[src/rtl/imm_extend_stage.sv]
// imm_extend_stage
//   Registered RISC-V immediate decode and sign-extension stage with a
//   valid/ready handshake on both sides.  A raw 32-bit instruction is
//   classified by opcode, its immediate is assembled and extended to XLEN
//   bits, and the result is presented one cycle after acceptance together
//   with a 3-bit format tag.
//
// Parameters
//   XLEN : datapath width, 32 or 64
//   SKID : 1 = two-entry buffer (output register + skid) with registered
//          in_ready; 0 = single output register, combinational in_ready
//
// Ports
//   clk         : rising-edge clock
//   reset       : synchronous, active-high reset
//   in_valid    : instr is valid
//   in_ready    : stage can accept instr this cycle
//   instr       : raw 32-bit instruction word
//   out_valid   : out_imm / out_fmt / out_illegal are valid
//   out_ready   : consumer accepts the output this cycle
//   out_imm     : extended immediate (XLEN bits)
//   out_fmt     : 0=R 1=I 2=S 3=B 4=U 5=J 6=Z(CSR zimm) 7=illegal
//   out_illegal : opcode not recognised (out_fmt == 7)
module imm_extend_stage #(
   parameter int XLEN = 32,
   parameter int SKID = 1
) (
   input  logic            clk,
   input  logic            reset,
   input  logic            in_valid,
   output logic            in_ready,
   input  logic [31:0]     instr,
   output logic            out_valid,
   input  logic            out_ready,
   output logic [XLEN-1:0] out_imm,
   output logic [2:0]      out_fmt,
   output logic            out_illegal
);

   localparam logic [2:0] FMT_R   = 3'd0;
   localparam logic [2:0] FMT_I   = 3'd1;
   localparam logic [2:0] FMT_S   = 3'd2;
   localparam logic [2:0] FMT_B   = 3'd3;
   localparam logic [2:0] FMT_U   = 3'd4;
   localparam logic [2:0] FMT_J   = 3'd5;
   localparam logic [2:0] FMT_Z   = 3'd6;
   localparam logic [2:0] FMT_ILL = 3'd7;

   // Every format's immediate fits in a signed 32-bit value whose bit 31
   // is instr[31] (or 0 for zimm/R/illegal), so the XLEN-wide result is a
   // plain sign extension of that value.
   function automatic logic [XLEN+2:0] decode(input logic [31:0] ins);
      logic signed [31:0] raw;
      logic        [2:0]  fmt;
      raw = '0;
      fmt = FMT_ILL;
      case (ins[6:0])
         7'b0000011, 7'b0010011, 7'b1100111: begin
            fmt = FMT_I;
            raw = {{20{ins[31]}}, ins[31:20]};
         end
         7'b0100011: begin
            fmt = FMT_S;
            raw = {{20{ins[31]}}, ins[31:25], ins[11:7]};
         end
         7'b1100011: begin
            fmt = FMT_B;
            raw = {{19{ins[31]}}, ins[31], ins[7], ins[30:25], ins[11:8], 1'b0};
         end
         7'b0110111, 7'b0010111: begin
            fmt = FMT_U;
            raw = {ins[31:12], 12'b0};
         end
         7'b1101111: begin
            fmt = FMT_J;
            raw = {{11{ins[31]}}, ins[31], ins[19:12], ins[20], ins[30:21], 1'b0};
         end
         7'b1110011: begin
            // funct3[2] selects the immediate CSR forms (zimm in rs1 field)
            if (ins[14]) begin
               fmt = FMT_Z;
               raw = {27'b0, ins[19:15]};
            end else begin
               fmt = FMT_I;
               raw = {{20{ins[31]}}, ins[31:20]};
            end
         end
         7'b0110011: begin
            fmt = FMT_R;
            raw = '0;
         end
         default: begin
            fmt = FMT_ILL;
            raw = '0;
         end
      endcase
      return {fmt, XLEN'(raw)};
   endfunction

   // ---- stage p0: combinational decode of the incoming word ----
   logic signed [XLEN-1:0] imm_p0;
   logic        [2:0]      fmt_p0;

   always_comb begin
      {fmt_p0, imm_p0} = decode(instr);
   end

   logic accept;
   logic xfer;

   // ---- stage p1: output register (plus optional skid entry) ----
   logic                   vld_p1;
   logic signed [XLEN-1:0] imm_p1;
   logic        [2:0]      fmt_p1;

   assign accept = in_valid && in_ready;
   assign xfer   = vld_p1 && out_ready;

   generate
      if (SKID != 0) begin : g_skid
         logic                   skid_vld_p1;
         logic signed [XLEN-1:0] skid_imm_p1;
         logic        [2:0]      skid_fmt_p1;
         logic                   ready_r;

         always_ff @(posedge clk) begin
            if (reset) begin
               vld_p1      <= 1'b0;
               imm_p1      <= '0;
               fmt_p1      <= FMT_R;
               skid_vld_p1 <= 1'b0;
               skid_imm_p1 <= '0;
               skid_fmt_p1 <= FMT_R;
               ready_r     <= 1'b1;
            end else if (xfer && skid_vld_p1) begin
               // ready_r is low whenever the skid is full, so no accept here
               imm_p1      <= skid_imm_p1;
               fmt_p1      <= skid_fmt_p1;
               skid_vld_p1 <= 1'b0;
               ready_r     <= 1'b1;
            end else if (accept && (!vld_p1 || xfer)) begin
               vld_p1 <= 1'b1;
               imm_p1 <= imm_p0;
               fmt_p1 <= fmt_p0;
            end else if (accept) begin
               // output stalled: park the result behind it
               skid_vld_p1 <= 1'b1;
               skid_imm_p1 <= imm_p0;
               skid_fmt_p1 <= fmt_p0;
               ready_r     <= 1'b0;
            end else if (xfer) begin
               vld_p1 <= 1'b0;
            end
         end

         assign in_ready = ready_r;
      end else begin : g_noskid
         always_ff @(posedge clk) begin
            if (reset) begin
               vld_p1 <= 1'b0;
               imm_p1 <= '0;
               fmt_p1 <= FMT_R;
            end else if (accept) begin
               vld_p1 <= 1'b1;
               imm_p1 <= imm_p0;
               fmt_p1 <= fmt_p0;
            end else if (xfer) begin
               vld_p1 <= 1'b0;
            end
         end

         assign in_ready = !vld_p1 || out_ready;
      end
   endgenerate

   assign out_valid   = vld_p1;
   assign out_imm     = imm_p1;
   assign out_fmt     = fmt_p1;
   assign out_illegal = (fmt_p1 == FMT_ILL);

endmodule

[config.mk]
export PLATFORM = sky130hd
export DESIGN_NAME = imm_extend_stage
export DESIGN_NICKNAME = d
export VERILOG_FILES = /design/src/rtl/imm_extend_stage.sv
export SDC_FILE = /design/constraint.sdc
export NUM_CORES = 1
export LEC_CHECK = 0
export BUFFER_PORTS_ARGS = -buffer_cell sky130_fd_sc_hd__buf_4
export CORE_ASPECT_RATIO = 0.75
export CORE_MARGIN = 8
export CORE_UTILIZATION = 40
export CTS_BUF_LIST = sky130_fd_sc_hd__clkbuf_4 sky130_fd_sc_hd__clkbuf_8 sky130_fd_sc_hd__clkbuf_16
export CTS_CLUSTER_SIZE = 16
export DETAILED_ROUTE_END_ITERATION = 8
export PLACE_DENSITY_LB_ADDON = 0.12
export SYNTH_ARGS = -nofsm -noshare
export SYNTH_HDL_FRONTEND = slang
export SYNTH_SLANG_ARGS = --single-unit
export TNS_END_PERCENT = 10
[constraint.sdc]
create_clock -name clk -period 1.8 [get_ports clk]
set_input_delay 0.09 -clock clk [delete_from_list [all_inputs] [get_ports clk]]
set_output_delay 0.09 -clock clk [all_outputs]
set_load 0.01 [all_outputs]
==> results.cfg, run 1 <==
[run_status]
status = finished clean

[worst_setup_path]
rr_endpoint = out_imm[28]$_SDFFE_PP0P_
worstSetupStartpointType = flop
r2r_setup_slack_ps = 170
cp_slowest_stage_delay_ps = 370
critical_path_arrival_ps = 1830
cp_cell_sequence = and3_1 -> nor3b_2 -> and2_4 -> a222oi_1 -> a21oi_1
cp_data_required_time_ps = 2000
path_class = flop to flop
cp_top_family = simple AND/OR/NAND/NOR gates
critical_path_buf_inv_count = 0
worst_path_max_delay_cell = and3_1
r2r_start = out_valid$_SDFFE_PP0P_
critPathCaptureType = flop
reg2reg_depth = 5
cp_max_fo = 11

[timing]
hold_viol_final = 0
hold_slack_ps = 19.8
relSlewSlack_pct = 53.0
clock_skew_ps = 10.3
setup_slack_ps = 171
setup_viol = 0
fin_crit_sh_pct = 90.5
slew_violations = 0
min_period_ps = 1630
max_freq_mhz = 614
tightest_slew_ps = 705
rsz0062_at_grt = no

[routing]
wl_per_cell_microns = 17.5
drc_errors = 0
viasPerCell = 5.69
antenna_left = 0
drt_iter0_markers = 257
drt_wl_total_microns = 9720
drt_pass1_iterations = 5
vias = 3157

[clock_tree]
ctsHoldBuffers = 0
post_cts_buffers = 0
clk_latency_ps = 350
cts_tree = yes
cts_inserted_buffers = 9
htreeDepth = 3
cts_buffer_depth = 2
ctsResizeCount = 0
clock_sinks = 73
root_buffer = clkbuf_8
clk_pin_slew_ps = 80

[yosys]
synthCells = 377
ys_ff_latch = 73
ys_warn_count = 0
mappedNetlistNets = 413
synth_seq_area_share_pct = 45.4
synthFlopType = dfxtp_1
synth_area_sq_um = 3220
yosys.cell_types.count = 46
async_reset_ff_share_pct = 0
synth-edff-count = 0
synth_area_per_cell_sq_um = 8.54

[placement]
io_buffers = 73
hpwlAfterDp_microns = 6770
dp_slack_ps = -17.4
gp_congestion = 0.823

[grt]
grt_pass1_wl_microns = 15600
antenna_found_initial = 0
grt_max_degree = 69
grt.total_usage_pct = 17.2
grt_pass1_vias = 2956
overflow = 0

[min_path]
worstHoldStart = instr[28]
holdPathStages = 3
min_path_type = input pin to flop
whs_endpoint = g_skid.skid_imm_p1[28]$_SDFFE_PP0P_

[die]
num_io_pins = 74
rows = 28
start_util_pct = 41.0
die_height_microns = 93.7
coreArea_sq_um = 7850
dieArea_sq_um = 11200
die_w_microns = 120

[finish]
mostFrequentLayoutCells = buf_4 (86), dfxtp_1 (73), a21oi_1 (45)
drive_gt1_share_pct = 26.9
n_antenna_cell = 0
syn2layout_area_growth_pct = 27.7
final_nets = 481
final_common_cell = buf_4

[pwr]
power_density_nw_per_um2 = 809
p_total_mw = 3.33
ir_drop_mv = 0.400
power_leakage_nw = 1.53

[job]
cap_viol_max_count = 0
-- cells in the mapped netlist (5+ instances only) --
| cell type | instances | area, sq um |
|---|---|---|
| dfxtp_1 | 73 | 1460 |
| a222oi_1 | 13 | 130 |
| o21ai_0 | 10 | 50.1 |
| buf_2 | 6 | 30.0 |
| o21ai_1 | 6 | 30.0 |
| a211oi_1 | 15 | 113 |
| clkbuf_1 | 21 | 78.8 |
| a21oi_1 | 46 | 230 |
| nor2_1 | 33 | 124 |
| nand3_1 | 15 | 75.1 |
| nand2_1 | 31 | 116 |
| a21boi_0 | 6 | 45.0 |
| nor3_1 | 26 | 130 |
| a22oi_1 | 21 | 158 |
| and3_1 | 5 | 31.3 |
| a21boi_1 | 6 | 45.0 |
-- stage by stage --
| step | area (sq um) | util (%) | std cells | setup TNS [ps] |
|---|---|---|---|---|
| after floorplan | 3220 | - | 377 | 0 |
| final | 4110 | 52.4 | 555 | 0 |
| after global placement | 3910 | 49.8 | 539 | 0 |
| after global routing | 4110 | 52.4 | 555 | 0 |
| after CTS | 4100 | 52.2 | 555 | 0 |
| after detailed placement | 3910 | 49.8 | 539 | -116 |
-- how the worst max path moves through the flow --
stage,slack (ps),depth (start not counted),endpoint,start
after detailed placement,-20,7,out_imm[29]$_SDFFE_PP0P_,instr[3]
after global placement,50,7,out_imm[26]$_SDFFE_PP0P_,instr[3]
after floorplan,300,5,out_imm[30]$_SDFFE_PP0P_,out_valid$_SDFFE_PP0P_
after CTS,90,5,out_imm[28]$_SDFFE_PP0P_,in_ready$_SDFFE_PP1P_
after global routing,40,5,out_imm[21]$_SDFFE_PP0P_,out_valid$_SDFFE_PP0P_
final,170,5,out_imm[28]$_SDFFE_PP0P_,out_valid$_SDFFE_PP0P_
-- tightest hold or removal path, cell delays in order --
cell and delay (ps):
buf_4 130, nand2_1 50, a211oi_1 50
-- final cells by class --
type	instances	area, sq um
fillers	768	3740
clock inverters	7	68.8
repair buffers	89	697
clock buffers	9	124
inverters	4	15.0
flip-flops and latches	73	1460
multi-input cells	268	1610
well taps	105	131
-- flip-flops by register name, indices dropped and copies added (netlist names) --
name,cells
out_valid,1
in_ready,1
g_skid.skid_imm_p1,32
out_fmt,3
g_skid.skid_fmt_p1,3
out_imm,32
g_skid.skid_vld_p1,1
-- metal layers --
metal | vias to the layer above | part of all wire, % | track usage [%]
met5 | - | 0 | 0
met2 | 103 | 44 | 25.1
met4 | 0 | 0.66 | 3.83
li1 | 1544 | - | -
met1 | 1505 | 48 | 23.7
met3 | 5 | 7.4 | 6.19
-- kinds of logic (layout without fill, tap and decap cells) --
logic type / Yosys count / count (layout) / synth area share, %
flip-flops: 73 / 73 / 45.4
buffers and inverters: 36 / 109 / 5.02
AO/OA/AOI/OAI: 138 / 138 / 29.1
AND/OR/NAND/NOR: 130 / 130 / 20.5
-- power breakdown --
part | leakage, nW | internal, mW | switching (mW) | total, mW
registers | 0.592 | 1.66 | 0.0250 | 1.68
clock network | 0.0954 | 0.637 | 0.637 | 1.27
logic | 0.841 | 0.161 | 0.208 | 0.369
(Power assumes the default switching activity.)
==> run 2: changes to the inputs <==
Settings changed: BUFFER_PORTS_ARGS -buffer_cell sky130_fd_sc_hd__buf_4 to default, DONT_BUFFER_PORTS from default to 1.
==> results.cfg, run 2 (synthesis results as in run 1) <==
[timing]
clock_skew_ps = 11.2
tightest_slew_ps = 504
rsz0062_at_grt = no
slew_violations = 0
hold_slack_ps = 19.5
fin_crit_sh_pct = 88.4
hold_viol_final = 0
relSlewSlack_pct = 66.2
setup_viol = 0
max_freq_mhz = 628
min_period_ps = 1590
finalSetupTns_ps = 0

[worst_setup_path]
cp_slowest_stage_delay_ps = 330
cp_max_fo = 11
critical_path_arrival_ps = 1870
r2r_start = out_valid$_SDFFE_PP0P_
cp_data_required_time_ps = 2080
critPathCaptureType = flop
reg2reg_depth = 5
cp_cell_sequence = and3_1 -> nor3b_2 -> buf_4 -> nand3_2 -> a21oi_1
path_class = flop to flop
worst_path_max_delay_cell = dfxtp_1
r2r_setup_slack_ps = 210
rr_endpoint = out_imm[23]$_SDFFE_PP0P_
worstSetupStartpointType = flop

[finish]
final_common_cell = dfxtp_1
syn2layout_area_growth_pct = 16.3
fill_cells = 793
mostFrequentLayoutCells = dfxtp_1 (73), a21oi_1 (46), nor2_1 (32)
final_nets = 424
utilization_pct = 47.7
n_antenna_cell = 0
drive_gt1_share_pct = 12.5

[die]
num_io_pins = 74
start_util_pct = 41.0
coreArea_sq_um = 7850
rows = 28
die_height_microns = 93.7
die_w_microns = 120
dieArea_sq_um = 11200

[routing]
drc_errors = 0
viasPerCell = 5.95
drt_iter0_markers = 362
antenna_left = 0
wl_per_cell_microns = 19.8
vias = 2962
drt_pass1_iterations = 6
drt_wl_total_microns = 9860

[pwr]
power_density_nw_per_um2 = 853
p_switching_mw = 0.888
p_int_mw = 2.31
comb_power_share_pct = 9.3
power_frac_clock_pct = 37.7
swShare_pct = 27.8
power_leakage_nw = 1.23
seqPwrFrac_pct = 53.0
ir_drop_mv = 0.318

[min_path]
whs_endpoint = out_valid$_SDFFE_PP0P_
worstHoldStart = in_valid
holdPathStages = 2
min_path_type = input pin to flop

[clock_tree]
post_cts_buffers = 0
root_buffer = clkbuf_8
clk_latency_ps = 350
cts_inserted_buffers = 9
clk_pin_slew_ps = 90
cts_buffer_depth = 2
clock_sinks = 73
cts_tree = yes
htreeDepth = 3

[grt]
overflow = 0
grt.total_usage_pct = 17.7
grt_pass1_vias = 2852
antenna_found_initial = 0
grt_max_degree = 75
grt_pass1_wl_microns = 15800

[placement]
hpwlAfterDp_microns = 6570
io_buffers = 0
gp_congestion = 0.806

[run_status]
status = finished clean

[job]
cap_viol_max_count = 0
[run 2: worst max-delay path by stage]
stage	slack, ps	end	from
CTS	50	out_imm[21]$_SDFFE_PP0P_	out_valid$_SDFFE_PP0P_
global placement	160	out_imm[28]$_SDFFE_PP0P_	out_valid$_SDFFE_PP0P_
global route	110	out_imm[24]$_SDFFE_PP0P_	out_valid$_SDFFE_PP0P_
finish	210	out_imm[23]$_SDFFE_PP0P_	out_valid$_SDFFE_PP0P_
floorplan	300	out_imm[30]$_SDFFE_PP0P_	out_valid$_SDFFE_PP0P_
detailed placement	60	out_imm[28]$_SDFFE_PP0P_	out_valid$_SDFFE_PP0P_
[run 2: timing repair]
item / in CTS / in global routing
endpoints found under the hold margin: 73 / 0
resized for setup: 0 / 1
hold buffers: 15 / 0
setup endpoints to repair: 0 / 11
[run 2: power groups by stage]
stage / clock [mW] / sequential (mW) / combinational [mW]
after floorplan: 0 / 1.72 / 0.174
after global placement: 0 / 1.73 / 0.221
after detailed placement: 0 / 1.73 / 0.224
after CTS: 1.25 / 1.69 / 0.295
after global routing: 1.32 / 1.70 / 0.325
final: 1.21 / 1.69 / 0.297
[run 2: final cells by class]
cell class	instances	area, sq um	share of cell area, %
inverters	4	15.0	0.401
clock inverters	7	61.3	1.64
well taps	105	131	3.51
flip-flops and latches	73	1460	39.0
clock buffers	9	124	3.31
repair buffers	32	333	8.89
multi-input cells	268	1620	43.2
[run 2: layer usage]
layer  track usage (%)  wire length [microns]  share of wire [%]
met5                 0                      0                  0
met4              3.01                     38               0.39
met3              7.39                    864                8.8
met2              25.8                   4310                 44
met1              24.0                   4640                 47
[run 2: worst max-delay path, delay by kind of cell, from the launching register on]
kind	cells	cell delay, ps
compound gates	1	230
flops	1	330
simple gates	3	780
buf+inv	1	200
[run 2: metrics by stage]
step | std cells | cell area (sq um) | power [mW] | setup WS, ps
floorplan | 377 | 3220 | 1.90 | 297
global placement | 467 | 3390 | 1.95 | 158
detailed placement | 467 | 3390 | 1.95 | 62.2
CTS | 498 | 3740 | 3.23 | 45.7
global route | 498 | 3740 | 3.35 | 106
finish | 498 | 3740 | 3.20 | 209
